`config.mk`:
```
export PLATFORM = sky130hd
export DESIGN_NAME = window_gen_kxk
export DESIGN_NICKNAME = d
export VERILOG_FILES = /design/src/rtl/window_gen_kxk.sv
export SDC_FILE = /design/constraint.sdc
export NUM_CORES = 2
export LEC_CHECK = 0
export BUFFER_PORTS_ARGS = -buffer_cell sky130_fd_sc_hd__buf_4
export CELL_PAD_IN_SITES_DETAIL_PLACEMENT = 0
export CELL_PAD_IN_SITES_GLOBAL_PLACEMENT = 1
export CORE_MARGIN = 5
export CORE_UTILIZATION = 55
export CTS_CLUSTER_DIAMETER = 60
export DETAILED_ROUTE_END_ITERATION = 10
export GPL_TIMING_DRIVEN = 1
export PLACE_DENSITY_LB_ADDON = 0.1
export SYNTH_ARGS = -nofsm -noshare
export SYNTH_HDL_FRONTEND = slang
export SYNTH_SLANG_ARGS = --single-unit
```
`constraint.sdc`:
```
create_clock -name clk -period 21.5 [get_ports clk]
set_input_delay 4.3 -clock clk [delete_from_list [all_inputs] [get_ports clk]]
set_output_delay 4.3 -clock clk [all_outputs]
set_load 0.005 [all_outputs]
```
`src/rtl/window_gen_kxk.sv`:
```
// window_gen_kxk
//   Sliding KxK window generator for the streaming edge-detection pipeline.
//   K-1 line memories hold the previous image lines; a KxK register array
//   shifts one column per accepted pixel. Emits interior windows only
//   (BORDER=0) or one window per pixel with out-of-frame taps zeroed
//   (BORDER=1). Each window is tagged with the frame position of its
//   bottom-right tap and an end-of-frame marker.
//
// Ports
//   clk        clock
//   rst        asynchronous, active-high reset
//   pix_in     input pixel, raster order
//   pix_valid  pixel accepted this cycle
//   sof        first pixel of a frame (only meaningful with pix_valid)
//   win_out    window; tap (r,c) at [(r*K+c)*DATA_W +: DATA_W]
//   win_valid  win_out / win_row / win_col valid this cycle
//   win_row    frame row of the bottom-right tap
//   win_col    frame column of the bottom-right tap
//   eof_out    window belongs to the last pixel of the frame
module window_gen_kxk #(
  parameter int DATA_W = 8,
  parameter int IMG_W  = 256,
  parameter int IMG_H  = 256,
  parameter int K      = 3,
  parameter int BORDER = 0
) (
  input  logic                       clk,
  input  logic                       rst,
  input  logic [DATA_W-1:0]          pix_in,
  input  logic                       pix_valid,
  input  logic                       sof,
  output logic [K*K*DATA_W-1:0]      win_out,
  output logic                       win_valid,
  output logic [$clog2(IMG_H)-1:0]   win_row,
  output logic [$clog2(IMG_W)-1:0]   win_col,
  output logic                       eof_out
);

  localparam int XW = $clog2(IMG_W);
  localparam int YW = $clog2(IMG_H);
  localparam logic [XW-1:0] X_LAST  = XW'(IMG_W - 1);
  localparam logic [YW-1:0] Y_LAST  = YW'(IMG_H - 1);
  localparam logic [XW-1:0] X_FIRST = XW'(K - 1);
  localparam logic [YW-1:0] Y_FIRST = YW'(K - 1);

  logic [XW-1:0] x_q, x_d, px;
  logic [YW-1:0] y_q, y_d, py;

  // line_mem[j] holds image row y-1-j at each column
  logic [DATA_W-1:0] line_mem [K-1][IMG_W];
  logic [DATA_W-1:0] line_rd  [K-1];
  logic [DATA_W-1:0] col_in   [K];

  // Packed [row][col][bit] flattens to exactly the win_out tap layout
  logic [K-1:0][K-1:0][DATA_W-1:0] sr_q, sr_d;
  logic [K-1:0][K-1:0][DATA_W-1:0] win_q, win_d;

  logic          valid_q, valid_d;
  logic          eof_q, eof_d;
  logic [YW-1:0] row_q, row_d;
  logic [XW-1:0] col_q, col_d;
  logic          emit;

  // Position of the pixel presented this cycle; sof forces (0,0)
  always_comb begin
    px  = sof ? '0 : x_q;
    py  = sof ? '0 : y_q;
    x_d = x_q;
    y_d = y_q;
    if (pix_valid) begin
      if (px == X_LAST) begin
        x_d = '0;
        y_d = (py == Y_LAST) ? '0 : py + 1'b1;
      end else begin
        x_d = px + 1'b1;
        y_d = py;
      end
    end
  end

  always_comb begin
    for (int j = 0; j < K-1; j++) begin
      line_rd[j] = line_mem[j][px];
    end
    // Window row r sees image row y-(K-1-r): bottom row is the live pixel
    col_in[K-1] = pix_in;
    for (int r = 0; r < K-1; r++) begin
      col_in[r] = line_rd[K-2-r];
    end
  end

  always_comb begin
    sr_d = sr_q;
    if (pix_valid) begin
      for (int r = 0; r < K; r++) begin
        for (int c = 0; c < K-1; c++) begin
          sr_d[r][c] = sr_q[r][c+1];
        end
        sr_d[r][K-1] = col_in[r];
      end
    end
  end

  // Taps above the frame (rows before sof) or left of column 0 (stale data
  // from the previous line) are zeroed; this folds away when BORDER=0.
  always_comb begin
    win_d = sr_d;
    if (BORDER != 0) begin
      for (int r = 0; r < K; r++) begin
        for (int c = 0; c < K; c++) begin
          if ((py < YW'(K-1-r)) || (px < XW'(K-1-c))) begin
            win_d[r][c] = '0;
          end
        end
      end
    end
  end

  always_comb begin
    emit    = (BORDER != 0) || ((py >= Y_FIRST) && (px >= X_FIRST));
    valid_d = pix_valid && emit;
    eof_d   = pix_valid && emit && (py == Y_LAST) && (px == X_LAST);
    row_d   = pix_valid ? py : row_q;
    col_d   = pix_valid ? px : col_q;
  end

  always_ff @(posedge clk) begin
    if (pix_valid) begin
      line_mem[0][px] <= pix_in;
      for (int j = 1; j < K-1; j++) begin
        line_mem[j][px] <= line_rd[j-1];
      end
    end
  end

  always_ff @(posedge clk or posedge rst) begin
    if (rst) begin
      x_q     <= '0;
      y_q     <= '0;
      sr_q    <= '0;
      win_q   <= '0;
      valid_q <= 1'b0;
      eof_q   <= 1'b0;
      row_q   <= '0;
      col_q   <= '0;
    end else begin
      x_q     <= x_d;
      y_q     <= y_d;
      sr_q    <= sr_d;
      if (pix_valid) begin
        win_q <= win_d;
      end
      valid_q <= valid_d;
      eof_q   <= eof_d;
      row_q   <= row_d;
      col_q   <= col_d;
    end
  end

  assign win_out   = win_q;
  assign win_valid = valid_q;
  assign win_row   = row_q;
  assign win_col   = col_q;
  assign eof_out   = eof_q;

endmodule
```
==> summary.md <==
| Metric | Value |
|---|---|
| Postcts setup bufs | 0 |
| GRT Residual Overflow | 0 |
| PwrDens | 99.2 nW/um^2 |
| WP buf/inv | 7 |
| Leakage power | 62.2 nW |
| Clock Skew | 0.0708 ns |
| Reg clk slew, reported paths | 0.06 ns |
| Wirelength per Cell | 36.7 um |
| Max Buffers Root-to-Sink | 4 |
| Synth top area cells | edfxtp_1, mux2i_1, dfrtp_1 |
| Sequential cell area | 127,000 sq um |
| Cts hold-fix bufs | 0 |
| Fmax | 0.0897 GHz |
| Area leader, netlist | edfxtp_1 |
| Vias per inst | 6.80 |
| WP data required | 21.94 ns |
| Synthesized net count | 10,627 |
| Final Instance Area | 189,000 sq um |
| CP delay by family, top | buffers and inverters |
| TNS Setup | 0 ns |
| Top post-synthesis cells by count | edfxtp_1, nand2_1, o21ai_0, mux2i_1, a21oi_1 |
| Worst VDD drop | 0.0000806 V |
| GRT Util Overall | 34.8% |
| Sink Count | 4,250 |
| Initial Util | 55.3% |
| R2R cell count | 12 |
| Synth Register Bits | 4,250 |
| YS warnings | 0 |
| Tcrit/Tclk final | 51.8% |
| Pin count of the biggest net entering global routing | 193 |
| Die area | 316,000 sq um |
| RSZ-0062 raised after global routing | false |
| Switching share of power | 24.7% |
| Distinct cells, synth | 86 |
| Post-synthesis cell count | 10,609 |
| Slowest stage delay, CP | 1.14 ns |
| Routed Antenna Nets | 0 |
| Number of global-route vias before repair | 98,362 |
| Worst hold start | sr_q[35] |
| Sequential element share of the synthesized area | 75.7% |
| I/O Buffers | 101 |
| CTS tree | yes |
| CP max FO | 192 |
| Kind of critical path | in2reg |
| Power Internal | 14.1 mW |
| CP arrival | 11.59 ns |
| Rel. slew slack | -1.54% |
| Gp weighted congestion | 0.911 |
| Multi-input logic area | 37,400 sq um |
| TritonCTS Buffers | 435 |
| NumNets Final | 10,915 |
| Max-cap violations | 2 |
| FF-to-FF Start | x_q[1] |
| Post-synth EDFFs | 4,096 |
| Failing checks | max-capacitance violations, max-slew violations |
| Actual slew at the worst max-slew pin | 1.52 ns |
| Final Hold Vio Count | 0 |
| DRT Wirelength | 561,000 um |
| Synth Area per Inst | 15.8 sq um |
| Iteration-0 DRC Markers | 14,028 |
| Primary FF master, synth | edfxtp_1 |
| Synthesized area | 168,000 sq um |
| DP Worst Slack | 10.01 ns |
| Global-route wire length before repair | 778,000 um |
| Setup violations, final | 0 |
| Slowest stage cell, crit path | a222oi_1 |
| Min Tclk post-route | 11.14 ns |
| Reg2Reg Capture Point | line_mem[0][3030] |
| Layout cells sized above 1 | 16.7% |
| Worst hold margin | 0.476 ns |
| Site Rows | 202 |
| DR vias | 103,908 |
| Hold Path End | win_out[27] |
| Asr flop ratio synth | 3.62% |
| Non-Filler Instances | 15,271 |
| Core region area | 303,000 sq um |
| Clock Tree Root | clkbuf_16 |
| Placed Area | 175,000 sq um |
| Top-count cell post-synth | edfxtp_1 |
| Die width | 562 um |
| Clk pwr share | 39.8% |
| Sequential share of power | 50.2% |
| Num ports | 102 |
| Part of the power in combinational logic | 10.0% |
| CP dominant cell by count | buf_4 |
| HP Class | reg2reg |
| DR pass1 iterations | 6 |
| Antenna violations before repair | 23 |
| PnR worst setup slack | 10.36 ns |
| Hold Path Cell Cnt | 2 |
| HPWL after detailed placement | 326,000 um |
| Slew Limit Fails | 3 |
| Top-area cell type share of the netlist area | 73.4% |
| Crit path cell chain | clkbuf_8 > nand2b_4 > inv_8 > buf_4 > buf_4 > buf_4 > buf_4 > a221o_1 > nand4_1 > a222oi_1 > o2111a_1 > nand3_4 > buf_12 |
| CP Capture Type | register |
| Post-CTS Resized | 0 |
| DRC viols | 0 |
| # H-tree levels | 5 |
| Die Span Y | 562 um |
| Placed instance count | 14,438 |
| Crit start category | input pin |
| Clock latency on the worst-skew pair | 0.99 ns |
| Fill cell count | 21,825 |
| R2r setup slk | 13.13 ns |
| Outcome | finished, violations left |
| Area growth syn-to-layout | 12.8% |
| Switching Power | 4.63 mW |
[tightest hold or removal path, delay by kind of cell, from the launching register on]
family           cells  cell delay, ns
flip-flops           1            0.34
AO/OA/AOI/OAI        1            0.05
AND/OR/NAND/NOR      1            0.05
[cells in the final DEF, fill, tap and decap left out, types with 87 or more instances in the layout]
cell,instances
a211o_1,91
nand3_1,127
inv_1,99
a22oi_1,149
a221oi_1,132
clkbuf_1,87
nor2_2,108
o221ai_1,102
mux2i_1,558
mux2_2,338
buf_4,617
a31oi_1,191
clkinv_1,111
a21oi_1,502
edfxtp_1,4096
clkbuf_16,445
dfrtp_1,151
nor2b_1,220
nand2_1,803
a211oi_1,320
nor2_1,242
o21ai_0,643
o22ai_1,233
[flip-flops by register name (all words and copies together), names as in the netlist]
signal,cells
eof_out,1
sr_q,48
x_q,8
y_q,8
win_row,8
win_valid,1
win_col,8
line_mem,4096
win_out,72
[through the flow]
| step | total power [mW] | utilization [%] |
|---|---|---|
| 6_report | 18.7 | 62.4 |
| 5_1_grt | 19.3 | 62.3 |
| 4_1_cts | 18.8 | 62.3 |
| 3_5_place_dp | 11.4 | 57.7 |
| 3_3_place_gp | 11.4 | 57.7 |
| 2_1_floorplan | 10.7 | - |
[power groups by stage]
stage / sequential, mW / clock [mW] / combinational (mW)
after floorplan: 9.64 / 0 / 1.03
after global placement: 9.59 / 0 / 1.81
after detailed placement: 9.59 / 0 / 1.85
after CTS: 9.42 / 7.51 / 1.85
after global routing: 9.42 / 7.88 / 1.95
final: 9.42 / 7.46 / 1.87
[per-layer routing]
metal / global-route usage [%] / vias to the layer above / part of all wire, %
li1: - / 42611 / -
met1: 47.2 / 53554 / 37
met2: 52.7 / 6465 / 45
met3: 8.36 / 1270 / 11
met4: 18.7 / 8 / 6.6
met5: 0 / - / 0.011
[cell type report]
cell class	count	area share, %
Timing Repair Buffer	647	2.73
Clock inverter	274	1.32
Sequential cell	4250	67.1
Multi-Input combinational cell	5454	19.8
Inverter	109	0.250
Antenna cell	20	0.0265
Tap cell	3978	2.63
Clock buffer	539	6.12
[how the worst max path moves through the flow]
stage,from,end,slack [ns],cells after the start
3_3_place_gp,sof,line_mem[0][3012],9.55,13
6_report,sof,line_mem[0][3030],10.36,13
3_5_place_dp,sof,line_mem[0][2678],10.01,13
2_1_floorplan,sof,line_mem[0][2054],10.78,10
4_1_cts,sof,line_mem[0][3014],10.99,13
5_1_grt,sof,line_mem[0][3030],10.57,13
[logic make-up (layout without fill, tap and decap cells)]
kind of cell	count (synthesis)	after routing	share of synthesized area, %
simple gates	1794	1794	4.93
xor+xnor	2	2	0.0105
buf+inv	905	1569	2.40
compound gates	2706	2706	10.6
fa+ha+maj	6	6	0.0448
other cells	0	20	0
flops	4250	4250	75.7
mux	946	946	6.26
Note: power is estimated with default switching activity, not from simulation.
